[src/rtl/tlv5618_dual_sched.sv]
// tlv5618_dual_sched
// Write scheduler sitting in front of the TLV5618 serial driver. It collects
// independent 12-bit update requests for DAC channels A and B, turns them into
// 16-bit control words {R1, SPD, PWR, R0, D11..D0}, and hands them to the
// driver one at a time with a single-cycle go pulse. When both channels are
// pending it writes B to the DAC buffer first, then writes A together with the
// buffer-to-B update, so both outputs change on the same frame.
//
// Ports:
//   clk, rst                 clock, asynchronous active-high reset
//   ch_a_req / ch_a_data     channel A update pulse and 12-bit code
//   ch_b_req / ch_b_data     channel B update pulse and 12-bit code
//   pwr_down                 level copied into the PWR bit of each word at commit
//   dac_data                 word to driver, held until the next issue
//   dac_convert_en_go        single-cycle start pulse to driver
//   dac_convert_busy         driver busy flag
//   ch_a_ack / ch_b_ack      completion pulses
//   sched_busy               scheduler not idle or a request still pending
//   start_err                pulse: driver did not raise busy in time
module tlv5618_dual_sched #(
    parameter int FAST_MODE  = 1,
    parameter int GAP_CYCLES = 8,
    parameter int START_TMO  = 4
) (
    input  logic        clk,
    input  logic        rst,
    input  logic        ch_a_req,
    input  logic [11:0] ch_a_data,
    input  logic        ch_b_req,
    input  logic [11:0] ch_b_data,
    input  logic        pwr_down,
    output logic [15:0] dac_data,
    output logic        dac_convert_en_go,
    input  logic        dac_convert_busy,
    output logic        ch_a_ack,
    output logic        ch_b_ack,
    output logic        sched_busy,
    output logic        start_err
);

    typedef enum logic [2:0] {
        ST_IDLE       = 3'd0,
        ST_ISSUE      = 3'd1,
        ST_WAIT_START = 3'd2,
        ST_WAIT_DONE  = 3'd3,
        ST_GAP        = 3'd4
    } state_t;

    localparam logic       SPD_BIT  = (FAST_MODE != 0) ? 1'b1 : 1'b0;
    localparam logic [3:0] TMO_LAST = 4'(START_TMO - 1);
    localparam logic [7:0] GAP_LAST = 8'(GAP_CYCLES);

    // Control word layout: {R1, SPD, PWR, R0, code}
    function automatic logic [15:0] make_word(input logic r1, input logic r0,
                                              input logic pd, input logic [11:0] code);
        make_word = {r1, SPD_BIT, pd, r0, code};
    endfunction

    state_t      state_q,  state_d;
    logic        pend_a_q, pend_a_d;
    logic        pend_b_q, pend_b_d;
    logic [11:0] data_a_q, data_a_d;
    logic [11:0] data_b_q, data_b_d;
    logic [15:0] word_q,   word_d;
    logic        go_q,     go_d;
    logic        a_ack_q,  a_ack_d;
    logic        b_ack_q,  b_ack_d;
    logic        err_q,    err_d;
    logic        sbusy_q,  sbusy_d;
    logic [3:0]  tmo_q,    tmo_d;
    logic [7:0]  gap_q,    gap_d;
    logic        pair_q,   pair_d;     // a PAIR job is in flight
    logic        second_q, second_d;   // PAIR buffer word done, A word due after GAP

    // Next-state, job selection and request capture
    always_comb begin
        state_d  = state_q;
        pend_a_d = pend_a_q;
        pend_b_d = pend_b_q;
        data_a_d = data_a_q;
        data_b_d = data_b_q;
        word_d   = word_q;
        go_d     = 1'b0;
        a_ack_d  = 1'b0;
        b_ack_d  = 1'b0;
        err_d    = 1'b0;
        tmo_d    = tmo_q;
        gap_d    = gap_q;
        pair_d   = pair_q;
        second_d = second_q;

        case (state_q)
            ST_IDLE: begin
                if (pend_a_q && pend_b_q) begin
                    // PAIR: B into the buffer first; pend_a stays set until the A word
                    word_d   = make_word(1'b0, 1'b1, pwr_down, data_b_q);
                    pend_b_d = 1'b0;
                    pair_d   = 1'b1;
                    go_d     = 1'b1;
                    state_d  = ST_ISSUE;
                end else if (pend_b_q) begin
                    word_d   = make_word(1'b0, 1'b0, pwr_down, data_b_q);
                    pend_b_d = 1'b0;
                    go_d     = 1'b1;
                    state_d  = ST_ISSUE;
                end else if (pend_a_q) begin
                    word_d   = make_word(1'b1, 1'b0, pwr_down, data_a_q);
                    pend_a_d = 1'b0;
                    go_d     = 1'b1;
                    state_d  = ST_ISSUE;
                end else begin
                    state_d  = ST_IDLE;
                end
            end
            ST_ISSUE: begin
                // go is high during this cycle; count clocks since go
                tmo_d   = 4'd1;
                state_d = ST_WAIT_START;
            end
            ST_WAIT_START: begin
                if (dac_convert_busy) begin
                    state_d = ST_WAIT_DONE;
                end else if (tmo_q >= TMO_LAST) begin
                    // Driver never started: flag it and put the job back for a retry
                    err_d   = 1'b1;
                    gap_d   = 8'd1;
                    state_d = ST_GAP;
                    if (pair_q) begin
                        pend_a_d = 1'b1;
                        pend_b_d = 1'b1;
                        pair_d   = 1'b0;
                    end else if (word_q[15]) begin
                        pend_a_d = 1'b1;
                    end else begin
                        pend_b_d = 1'b1;
                    end
                end else begin
                    tmo_d = tmo_q + 4'd1;
                end
            end
            ST_WAIT_DONE: begin
                if (!dac_convert_busy) begin
                    gap_d   = 8'd1;
                    state_d = ST_GAP;
                    if (word_q[15]) begin
                        a_ack_d = 1'b1;
                        b_ack_d = pair_q;
                        pair_d  = 1'b0;
                    end else if (word_q[12]) begin
                        second_d = 1'b1;
                    end else begin
                        b_ack_d = 1'b1;
                    end
                end else begin
                    state_d = ST_WAIT_DONE;
                end
            end
            ST_GAP: begin
                if (gap_q >= GAP_LAST) begin
                    if (second_q) begin
                        // A word picks up the latest data_a and updates B from the buffer
                        word_d   = make_word(1'b1, 1'b0, pwr_down, data_a_q);
                        pend_a_d = 1'b0;
                        second_d = 1'b0;
                        go_d     = 1'b1;
                        state_d  = ST_ISSUE;
                    end else begin
                        state_d  = ST_IDLE;
                    end
                end else begin
                    gap_d = gap_q + 8'd1;
                end
            end
            default: begin
                state_d = ST_IDLE;
            end
        endcase

        // Capture after commit so a request in the commit cycle re-arms the channel
        if (ch_a_req) begin
            pend_a_d = 1'b1;
            data_a_d = ch_a_data;
        end else begin
            data_a_d = data_a_q;
        end
        if (ch_b_req) begin
            pend_b_d = 1'b1;
            data_b_d = ch_b_data;
        end else begin
            data_b_d = data_b_q;
        end

        sbusy_d = (state_d != ST_IDLE) || pend_a_d || pend_b_d;
    end

    // State and registered outputs
    always_ff @(posedge clk or posedge rst) begin
        if (rst) begin
            state_q  <= ST_IDLE;
            pend_a_q <= 1'b0;
            pend_b_q <= 1'b0;
            data_a_q <= 12'h000;
            data_b_q <= 12'h000;
            word_q   <= 16'h0000;
            go_q     <= 1'b0;
            a_ack_q  <= 1'b0;
            b_ack_q  <= 1'b0;
            err_q    <= 1'b0;
            sbusy_q  <= 1'b0;
            tmo_q    <= 4'd0;
            gap_q    <= 8'd0;
            pair_q   <= 1'b0;
            second_q <= 1'b0;
        end else begin
            state_q  <= state_d;
            pend_a_q <= pend_a_d;
            pend_b_q <= pend_b_d;
            data_a_q <= data_a_d;
            data_b_q <= data_b_d;
            word_q   <= word_d;
            go_q     <= go_d;
            a_ack_q  <= a_ack_d;
            b_ack_q  <= b_ack_d;
            err_q    <= err_d;
            sbusy_q  <= sbusy_d;
            tmo_q    <= tmo_d;
            gap_q    <= gap_d;
            pair_q   <= pair_d;
            second_q <= second_d;
        end
    end

    assign dac_data          = word_q;
    assign dac_convert_en_go = go_q;
    assign ch_a_ack          = a_ack_q;
    assign ch_b_ack          = b_ack_q;
    assign sched_busy        = sbusy_q;
    assign start_err         = err_q;

endmodule

[config.mk]
export PLATFORM = sky130hd
export DESIGN_NAME = tlv5618_dual_sched
export DESIGN_NICKNAME = d
export VERILOG_FILES = /design/src/rtl/tlv5618_dual_sched.sv
export SDC_FILE = /design/constraint.sdc
export NUM_CORES = 1
export LEC_CHECK = 0
export BUFFER_PORTS_ARGS = -buffer_cell sky130_fd_sc_hd__buf_2
export CAP_MARGIN = 10
export CORE_ASPECT_RATIO = 0.8
export CORE_UTILIZATION = 49
export CTS_CLUSTER_SIZE = 20
export DETAILED_ROUTE_END_ITERATION = 10
export PLACE_DENSITY = 0.75
export SYNTH_ARGS = -nofsm -noshare
export SYNTH_HDL_FRONTEND = slang
export SYNTH_SLANG_ARGS = --single-unit
[constraint.sdc]
create_clock -name clk -period 1.7 [get_ports clk]
set_clock_uncertainty 0.15 [all_clocks]
set_input_delay 0 -clock clk [delete_from_list [all_inputs] [get_ports clk]]
set_output_delay 0 -clock clk [all_outputs]
set_load 0.03 [all_outputs]
# == Word level (Yosys, flattened, before mapping) ==
# Cells that the tools add are included.
# op_classes
n_addsub,2
order_cmp,2
eq_ne,16
mux,66
n_reduce_logical,15
# op_table
operator,count
$mux W16,5
$mux W1,42
$mux W8,4
$pmux W16 S2,1
$pmux W8 S3,1
$ne A2 B2 Y1 const B,11
$pmux W3 S5,1
$mux W3,4
$reduce_and A5 Y1,2
$reduce_bool A3 Y1,3
$add A8 B1 Y8 const B,1
$ge A8 B4 Y1 const B,1
$mux W4,2
$pmux W4 S2,1
$eq A3 B2 Y1 const B,2
$pmux W1 S2,3
$pmux W1 S3,2
$reduce_and A6 Y1,1
$reduce_bool A2 Y1,3
$add A4 B1 Y4 const B,1
$ge A4 B2 Y1 const B,1
$ne A4 B4 Y1 const B,1
$reduce_and A4 Y1,1
$eq A3 B1 Y1 const B,1
other kinds (5),6
# word_totals
regBits,64
inputBits,30
out_inout_bits,21
word_cells,116

# == Depth between registers and ports, before layout ==
# Gate-level depths: netlist (run 1).
# logic_depth
ltp_word,8
mapped_depth,6
mapped_depth_nobuf,5

# == Worst setup path before layout (run 1) ==
# OpenSTA, ideal clock, no wires.
# synth_path
kind,reg2reg
startpoint,register state_q[2]
endpoint,register word_q[13] (netlist: dac_data[13])
setup_ns,0.127
arrival_time_ns,1.586
required_time_ns,1.423
slack_ns,-0.163
stages_incl_launch_ff,7
path_buffers,1
synth_period_minus_slack_ns,1.863
cell_sequence,dfrtp_1 -> nor2b_1 -> a311o_2 -> or2_1 -> buf_6 -> inv_2 -> mux2_1
# synth_via
elab_chain_len,3
word_cells_on_any_way,8
cone_classes,eq/ne (4); mux (1); reduce/logical (3)
# synth_rtl
element,line_no,text
from (decl),59,"state_t state_q, state_d;"
from (signal assigned),215,state_q <= state_d;
$eq A3 B3 Y1 / $logic_not A3 Y1 (equally long branches),92,case (state_q)
"$ne A2 B2 Y1 (no line), or another cell as far along",n/a,
$reduce_and A4 Y1 (no line),n/a,
to (signal assigned),220,word_q <= word_d;
to (decl),64,"logic [15:0] word_q, word_d;"
# Parallel ways exist; a longest one is shown, timed or not.
# A chain may end at the register's enable or synchronous reset.

# == Worst setup path in the final report (run 1) ==
# layout_path
startpoint,register state_q[1]
endpoint,register word_q[8] (netlist: dac_data[8])
# The elaborated chain is that of the path after synthesis.

==> flow_summary_export.csv, run 1 <==
group,metric,value,unit
power,power.leakage,1.804,nW
run_status,status,"finished, violations left",
critical_path,crit_path_max_fanout,6,
hold_path,worstHoldStart,"ch_b_req",
route,met3_length,271,um
layout,final_nets,364,
sta,worst_slack,-102.1,ps
route,top_layer_used,"met4",
sta,slew_headroom,75.27,%
critical_path,cp_data_arrival_time,1880,ps
route,ant_nets,0,
power,ir_worst_vdd,0.8507,mV
global_route,grt_pass1_vias,2007,
die,initial_core_util,52.65,%
critical_path,crit_start,"state_q[1]$_DFF_PP0_",
yosys,synth_common_cells,"dfrtp_1, mux2_2, o21ai_0",
power,p_comb_share,49.1,%
route,routed_via_density,5.205,
die,die_area,5902,um^2
yosys,syn-mean-instance-area,12.35,um^2
sta,rsz0062_at_grt,"yes",
critical_path,required,1770,ps
power,internal-power,4.131,mW
route,wl,6449,um
yosys,async_flop_share,100.0,%
placement,place_area,3222,um^2
global_route,grt_pass1_wl,9701,um
critical_path,r2r.worst_path.cells,6,
critical_path,critPathSlowestCell,"or3b_4",
yosys,synthDominantCellAreaShare,58.39,%
critical_path,r2r_end,"dac_data[8]$_DFFE_PP0P_",
critical_path,reg2reg_slack,-100,ps
sta,finalCritPeriodShare,106.0,%
power,p_per_area,1705,nW/um^2
yosys,syn_inst,222,
yosys,yosys-top-cells-area,"dfrtp_1, mux2_2, mux2i_1, o21ai_0, o21ai_2",
flow_run,maxCapViolCount,0,
critical_path,startpoint_type,"register",
route,drtIter0Drc,108,
route,routedWlPerCell,15.73,um
layout,diodes,0,
die,placementRows,23,
sta,setup_viol,18,
yosys,yosysSeqAreaShare,58.39,%
layout,multi_input_area,1222,um^2
clock_network,cts_sinks,64,
placement,place_inst,359,
clock_network,clk_pin_slew,70,ps
clock_network,numCtsBuffers,9,
global_route,grt_max_degree,65,
critical_path,end_kind,"register",
yosys,synth_top_area_cell,"dfrtp_1",
hold_path,hold-path-endpoint,"data_b_q[5]$_DFFE_PP0P_",
yosys,ys.warnings.count,0,
clock_network,root_buffer,"clkbuf_8",
sta,fmax,554.9,MHz
route,vias,2134,
power,p_clk_share,18.4,%
layout,fill_cells,317,
global_route,antenna_found_initial,0,
power,seqPwrFrac,32.5,%
die,placeableCoreArea,5209,um^2
layout,regArea,1602,um^2
critical_path,r2r-start,"state_q[1]$_DFF_PP0_",
route,wl_met1,2984,um
clock_network,clk_latency,350,ps
die,fp.dieW,85.65,um
yosys,synth_most_common_cell,"dfrtp_1",
sta,holdWs,19.59,ps
yosys,ys_ff_latch,64,
placement,gp_congestion,0.7852,
layout,area_growth,44.66,%
sta,hold_violations,0,
hold_path,holdCritPathClass,"in -> reg",
clock_network,cts_tree,"done",
critical_path,crit_chain,"buf_6, or3b_4, nand2_4, buf_12, mux2i_4, o21ai_2",
placement,dp_hpwl,3819,um
yosys,netlist_area,2743,um^2
global_route,overflow,0,
sta,drv_slew,0,
sta,worst_pin_slew,371.0,ps
power,swShare,38.95,%
layout,drive_gt1_share,48.36,%
die,dieHeight,68.92,um
yosys,synth_edf_count,0,
clock_network,htreeDepth,3,
yosys,synth.net_count,255,
route,dr_wl_met2,3133,um
critical_path,cpPeakStageDelay,420,ps
sta,fin_crit,1802,ps
hold_path,whs_path_depth,2,
layout,finalNonFillerCells,410,
die,num_io_pins,51,
yosys,synth_cell_types,45,
critical_path,critPathKind,"reg -> reg",
run_status,violations,"negative setup slack",
route,remaining_drc_errors,0,
power,p_sw,2.635,mW
layout,finish.instance_area,3968,um^2
placement,numPortBuffers,50,
placement,post-place-ws,-141.0,ps
global_route,grt_usage,22.86,%
clock_network,clockBufferDepth,2,
yosys,ys.flop_type,"dfrtp_1",
route,first_pass_iters,4,
-- stage by stage --
| step | total power, mW | utilization [%] | setup TNS, ps |
|---|---|---|---|
| 2_1_floorplan | 3.945 | - | -459.1 |
| 3_3_place_gp | 4.719 | 61.85 | -1044 |
| 3_5_place_dp | 4.796 | 61.85 | -1578 |
| 4_1_cts | 6.372 | 73.05 | -1090 |
| 5_1_grt | 7.129 | 76.17 | -2217 |
| 6_report | 6.766 | 76.17 | -1199 |
-- worst max path at each step --
stage / endpoint / slack, ps / cells after the start
after floorplan: dac_data[13]$_DFFE_PP0P_ / -160 / 6
after global placement: dac_data[13]$_DFFE_PP0P_ / -90 / 6
after detailed placement: dac_data[13]$_DFFE_PP0P_ / -140 / 6
after CTS: dac_data[13]$_DFFE_PP0P_ / -110 / 5
after global routing: dac_data[1]$_DFFE_PP0P_ / -150 / 6
final: dac_data[8]$_DFFE_PP0P_ / -100 / 6
-- layout by cell type (no fill, tap or decap), types with 4 or more instances in the layout --
cell type / n
dlygate4sd3_1: 28
nor2b_1: 4
buf_6: 6
inv_1: 6
mux2_2: 24
o21ai_0: 13
buf_4: 22
o21ai_2: 9
nand2b_1: 4
buf_2: 50
mux2i_1: 5
mux2i_2: 4
nor2_1: 6
clkbuf_8: 9
dfrtp_1: 64
nand2_1: 8
-- cell families after synthesis --
logic type	share of synthesized area (%)
AO/OA/AOI/OAI	10.90
adder cells (fa/ha/maj)	1.369
multiplexers	14.64
AND/OR/NAND/NOR	11.09
buffers and inverters	3.604
flip-flops	58.39
-- flip-flops by register name, indices dropped and copies added, names as in the netlist --
signal	cells
data_a_q	12
gap_q	8
second_q	1
tmo_q	4
state_q	3
pend_b_q	1
dac_convert_en_go	1
data_b_q	12
ch_b_ack	1
pair_q	1
pend_a_q	1
ch_a_ack	1
dac_data	16
sched_busy	1
start_err	1
-- power by group through the flow --
stage	clock [mW]	sequential [mW]	combinational [mW]
floorplan	0	2.52	1.42
global placement	0	2.17	2.55
detailed placement	0	2.17	2.62
CTS	1.27	2.16	2.94
global route	1.33	2.24	3.56
finish	1.24	2.20	3.32
-- final cells by class --
type	count	share of cell area, %
timing repair buffer	109	20.88
sequential	64	40.37
clock buffer	9	3.122
clock inverter	6	1.545
multi-input combinational	139	30.81
tap	75	2.365
inverter	8	0.9145
-- per-layer routing --
layer  global-route usage, %  vias up
met5                       0        -
met4                   8.750        0
met3                   7.381        6
met2                   36.90       55
met1                   29.32     1060
li1                        -     1013
-- critical path: cells and delay by family (launching register included) --
kind            cells  cell delay (ps)
mux                 1              240
compound gates      1               70
simple gates        2              540
buf+inv             2              290
flops               1              390
-- timing repair --
item | in CTS | in global routing
gates cloned | 0 | 1
endpoints found under the setup margin | 27 | 26
hold endpoints to repair | 92 | 0
buffers inserted | 2 | 6
hold buffers | 28 | 0
gates resized for setup | 22 | 27
pin swaps | 8 | 5
No activity file was read; power rests on OpenSTA's default activity.
==> run 2, diff against run 1 <==
--- a/config.mk
+++ b/config.mk
@@ -5,13 +5,14 @@
 export SDC_FILE = /design/constraint.sdc
 export NUM_CORES = 1
 export LEC_CHECK = 0
+export ABC_AREA = 1
 export BUFFER_PORTS_ARGS = -buffer_cell sky130_fd_sc_hd__buf_2
 export CAP_MARGIN = 10
 export CORE_ASPECT_RATIO = 0.8
-export CORE_UTILIZATION = 49
+export CORE_UTILIZATION = 50
 export CTS_CLUSTER_SIZE = 20
 export DETAILED_ROUTE_END_ITERATION = 10
-export PLACE_DENSITY = 0.75
+export PLACE_DENSITY = 0.76
 export SYNTH_ARGS = -nofsm -noshare
 export SYNTH_HDL_FRONTEND = slang
 export SYNTH_SLANG_ARGS = --single-unit
==> run 2 against run 1 <==
Net effect: the flow finishes with violations (design-rule violations); die area up 0.54%; sequential power down 2%; clock power up 13%; critical path depth up 2; critical endpoint is now dac_data[6]$_DFFE_PP0P_; largest cell class unchanged.
==> flow_summary_export.csv, run 2 <==
group,metric,value,unit
run_status,status,"finished, violations left",
run_status,violations,"design-rule violations",
layout,diodes,0,
route,wl,7458,um
yosys,async_flop_share,100.0,%
placement,place_area,3122,um^2
critical_path,reg2reg_slack,70,ps
sta,fin_crit,1631,ps
layout,area_growth,39.75,%
layout,fill_cells,373,
die,placementRows,24,
die,dieHeight,69.10,um
placement,gp_congestion,0.8847,
route,first_pass_iters,8,
layout,finalNonFillerCells,517,
critical_path,r2r-start,"state_q[0]$_DFF_PP0_",
yosys,synth_edf_count,0,
sta,worst_slack,68.61,ps
route,vias,2624,
power,power,6.093,mW
critical_path,required,1780,ps
power,p_per_area,1549,nW/um^2
sta,fmax,613.0,MHz
sta,fin_tns_setup,0,ps
power,power.leakage,1.976,nW
power,ir_worst_vdd,0.6874,mV
die,placeableCoreArea,5435,um^2
placement,numPortBuffers,50,
yosys,synthDominantCellAreaShare,56.91,%
global_route,antenna_found_initial,0,
sta,drv_slew,0,
placement,place_inst,446,
yosys,synth.net_count,358,
yosys,ys_ff_latch,64,
layout,mostFrequentLayoutCells,"nand2_1, dfrtp_1, dlygate4sd3_1",
global_route,grt_max_degree,46,
flow_run,maxCapViolCount,0,
clock_network,root_buffer,"clkbuf_8",
critical_path,startpoint_type,"register",
yosys,synth_cell_types,25,
critical_path,crit_start,"state_q[0]$_DFF_PP0_",
die,initial_core_util,51.77,%
sta,hold_violations,0,
yosys,synth_top_area_cell,"dfrtp_1",
global_route,grt_pass1_vias,2472,
yosys,synth_most_common_cell,"nand2_1",
hold_path,holdCritPathClass,"in -> async",
global_route,grt_usage,26.88,%
global_route,grt_pass1_wl,12060,um
sta,setup_viol,0,
clock_network,numCtsBuffers,9,
sta,worst_pin_slew,470.2,ps
route,routedWlPerCell,14.43,um
yosys,yosysSeqAreaShare,56.91,%
yosys,ys.warnings.count,0,
clock_network,cts_tree,"done",
clock_network,clk_pin_slew,70,ps
layout,largest_reg_flops,16,
yosys,synth_common_cells,"nand2_1, dfrtp_1, inv_1",
yosys,netlist_area,2814,um^2
sta,slew_headroom,68.59,%
placement,dp_hpwl,4247,um
clock_network,cts_sinks,64,
die,fp.dieW,85.88,um
clock_network,htreeDepth,3,
layout,final_nets,468,
route,drtIter0Drc,305,
yosys,yosys-top-cells-area,"dfrtp_1, nand2_1, inv_1, o21ai_0, nand3_1",
sta,rsz0062_at_grt,"no",
critical_path,cp_data_arrival_time,1710,ps
yosys,ys.flop_type,"dfrtp_1",
yosys,syn_inst,325,
clock_network,clk_latency,340,ps
route,routed_via_density,5.075,
global_route,overflow,0,
critical_path,critPathKind,"reg -> reg",
die,num_io_pins,51,
die,die_area,5934,um^2
critical_path,crit_path_max_fanout,17,
critical_path,end_kind,"register",
layout,drive_gt1_share,22.32,%
sta,finalCritPeriodShare,95.96,%
layout,finish.instance_area,3933,um^2
route,remaining_drc_errors,1,
layout,final_common_cell,"nand2_1",
placement,post-place-ws,2.615,ps
route,ant_nets,0,
yosys,syn-mean-instance-area,8.658,um^2
clock_network,clockBufferDepth,2,
==> run 2: changes by cell type in the layout (fill, tap and decap cells not counted), sizes merged, moves of 6 or more <==
cell / previous run / this run
inv: 7 / 40
dlygate4sd3: 28 / 52
mux2i: 12 / 0
nor3: 6 / 0
nand3: 4 / 17
nor2: 9 / 23
o21ai: 25 / 38
buf: 80 / 55
mux2: 25 / 0
nand2: 9 / 122
==> run 2: worst paths after layout <==
check	depth (start not counted)	end
worst max-delay path	8	dac_data[6]$_DFFE_PP0P_
worst min-delay path	3	second_q$_DFFE_PP0P_
worst max register to register	8	dac_data[6]$_DFFE_PP0P_
worst min register to register	2	dac_data[13]$_DFFE_PP0P_
max in group asynchronous	4	ch_a_ack$_DFF_PP0_
min in group clk	4	data_a_q[9]$_DFFE_PP0P_
==> run 2: area by class of cell <==
cell class	instances	area [um^2]	area share (%)
sequential	64	1602	40.73
multi-input combinational	211	1030	26.19
timing repair buffer	108	834.6	21.22
inverter	41	160.2	4.073
clock buffer	9	123.9	3.150
tap	78	97.59	2.482
clock inverter	6	85.08	2.164
==> run 2: power breakdown <==
part | switching, mW | internal [mW] | total, mW
sequential | 0.267 | 1.89 | 2.16
clock | 0.589 | 0.811 | 1.40
combinational | 1.70 | 0.838 | 2.53
total | 2.55 | 3.54 | 6.09
==> run 2: cell families (layout without fill, tap and decap cells) <==
kind of cell	Yosys count	after routing	synth area share (%)
AO/OA/AOI/OAI	41	41	8.492
XOR/XNOR	2	2	0.6226
AND/OR/NAND/NOR	165	165	24.54
flip-flops	64	64	56.91
adder cells (fa/ha/maj)	3	3	1.334
buffers and inverters	50	164	8.092
==> run 2: per-layer routing <==
layer,global-route usage (%),vias to the layer above,routed length (um)
met5,0,-,0
met1,35.96,1252,3276
met4,9.444,0,233
met2,40.30,126,3418
li1,-,1219,-
met3,9.940,27,530
==> run 2: through the flow <==
step | util, % | hold slack [ps]
finish | 72.35 | 66.64
global route | 72.35 | 105.2
CTS | 70.99 | 73.17
detailed placement | 57.44 | -102.5
global placement | 57.44 | -110.8
floorplan | - | -42.71
==> run 2: repair_timing <==
action / in CTS / in global routing
hold buffers: 52 / 0
buffers inserted: 0 / 4
pin swaps: 0 / 3
setup endpoints to repair: 3 / 20
endpoints found under the hold margin: 97 / 0
resized for setup: 1 / 12
==> run 2: worst max-delay path: stages, from the launching register on <==
cell and delay, ps:
dfrtp_1 420, inv_2 120, nand2_2 100, nor2_4 160, nand3_2 170, nand2_8 170, inv_4 90, nand2_1 80
nand2_1 60
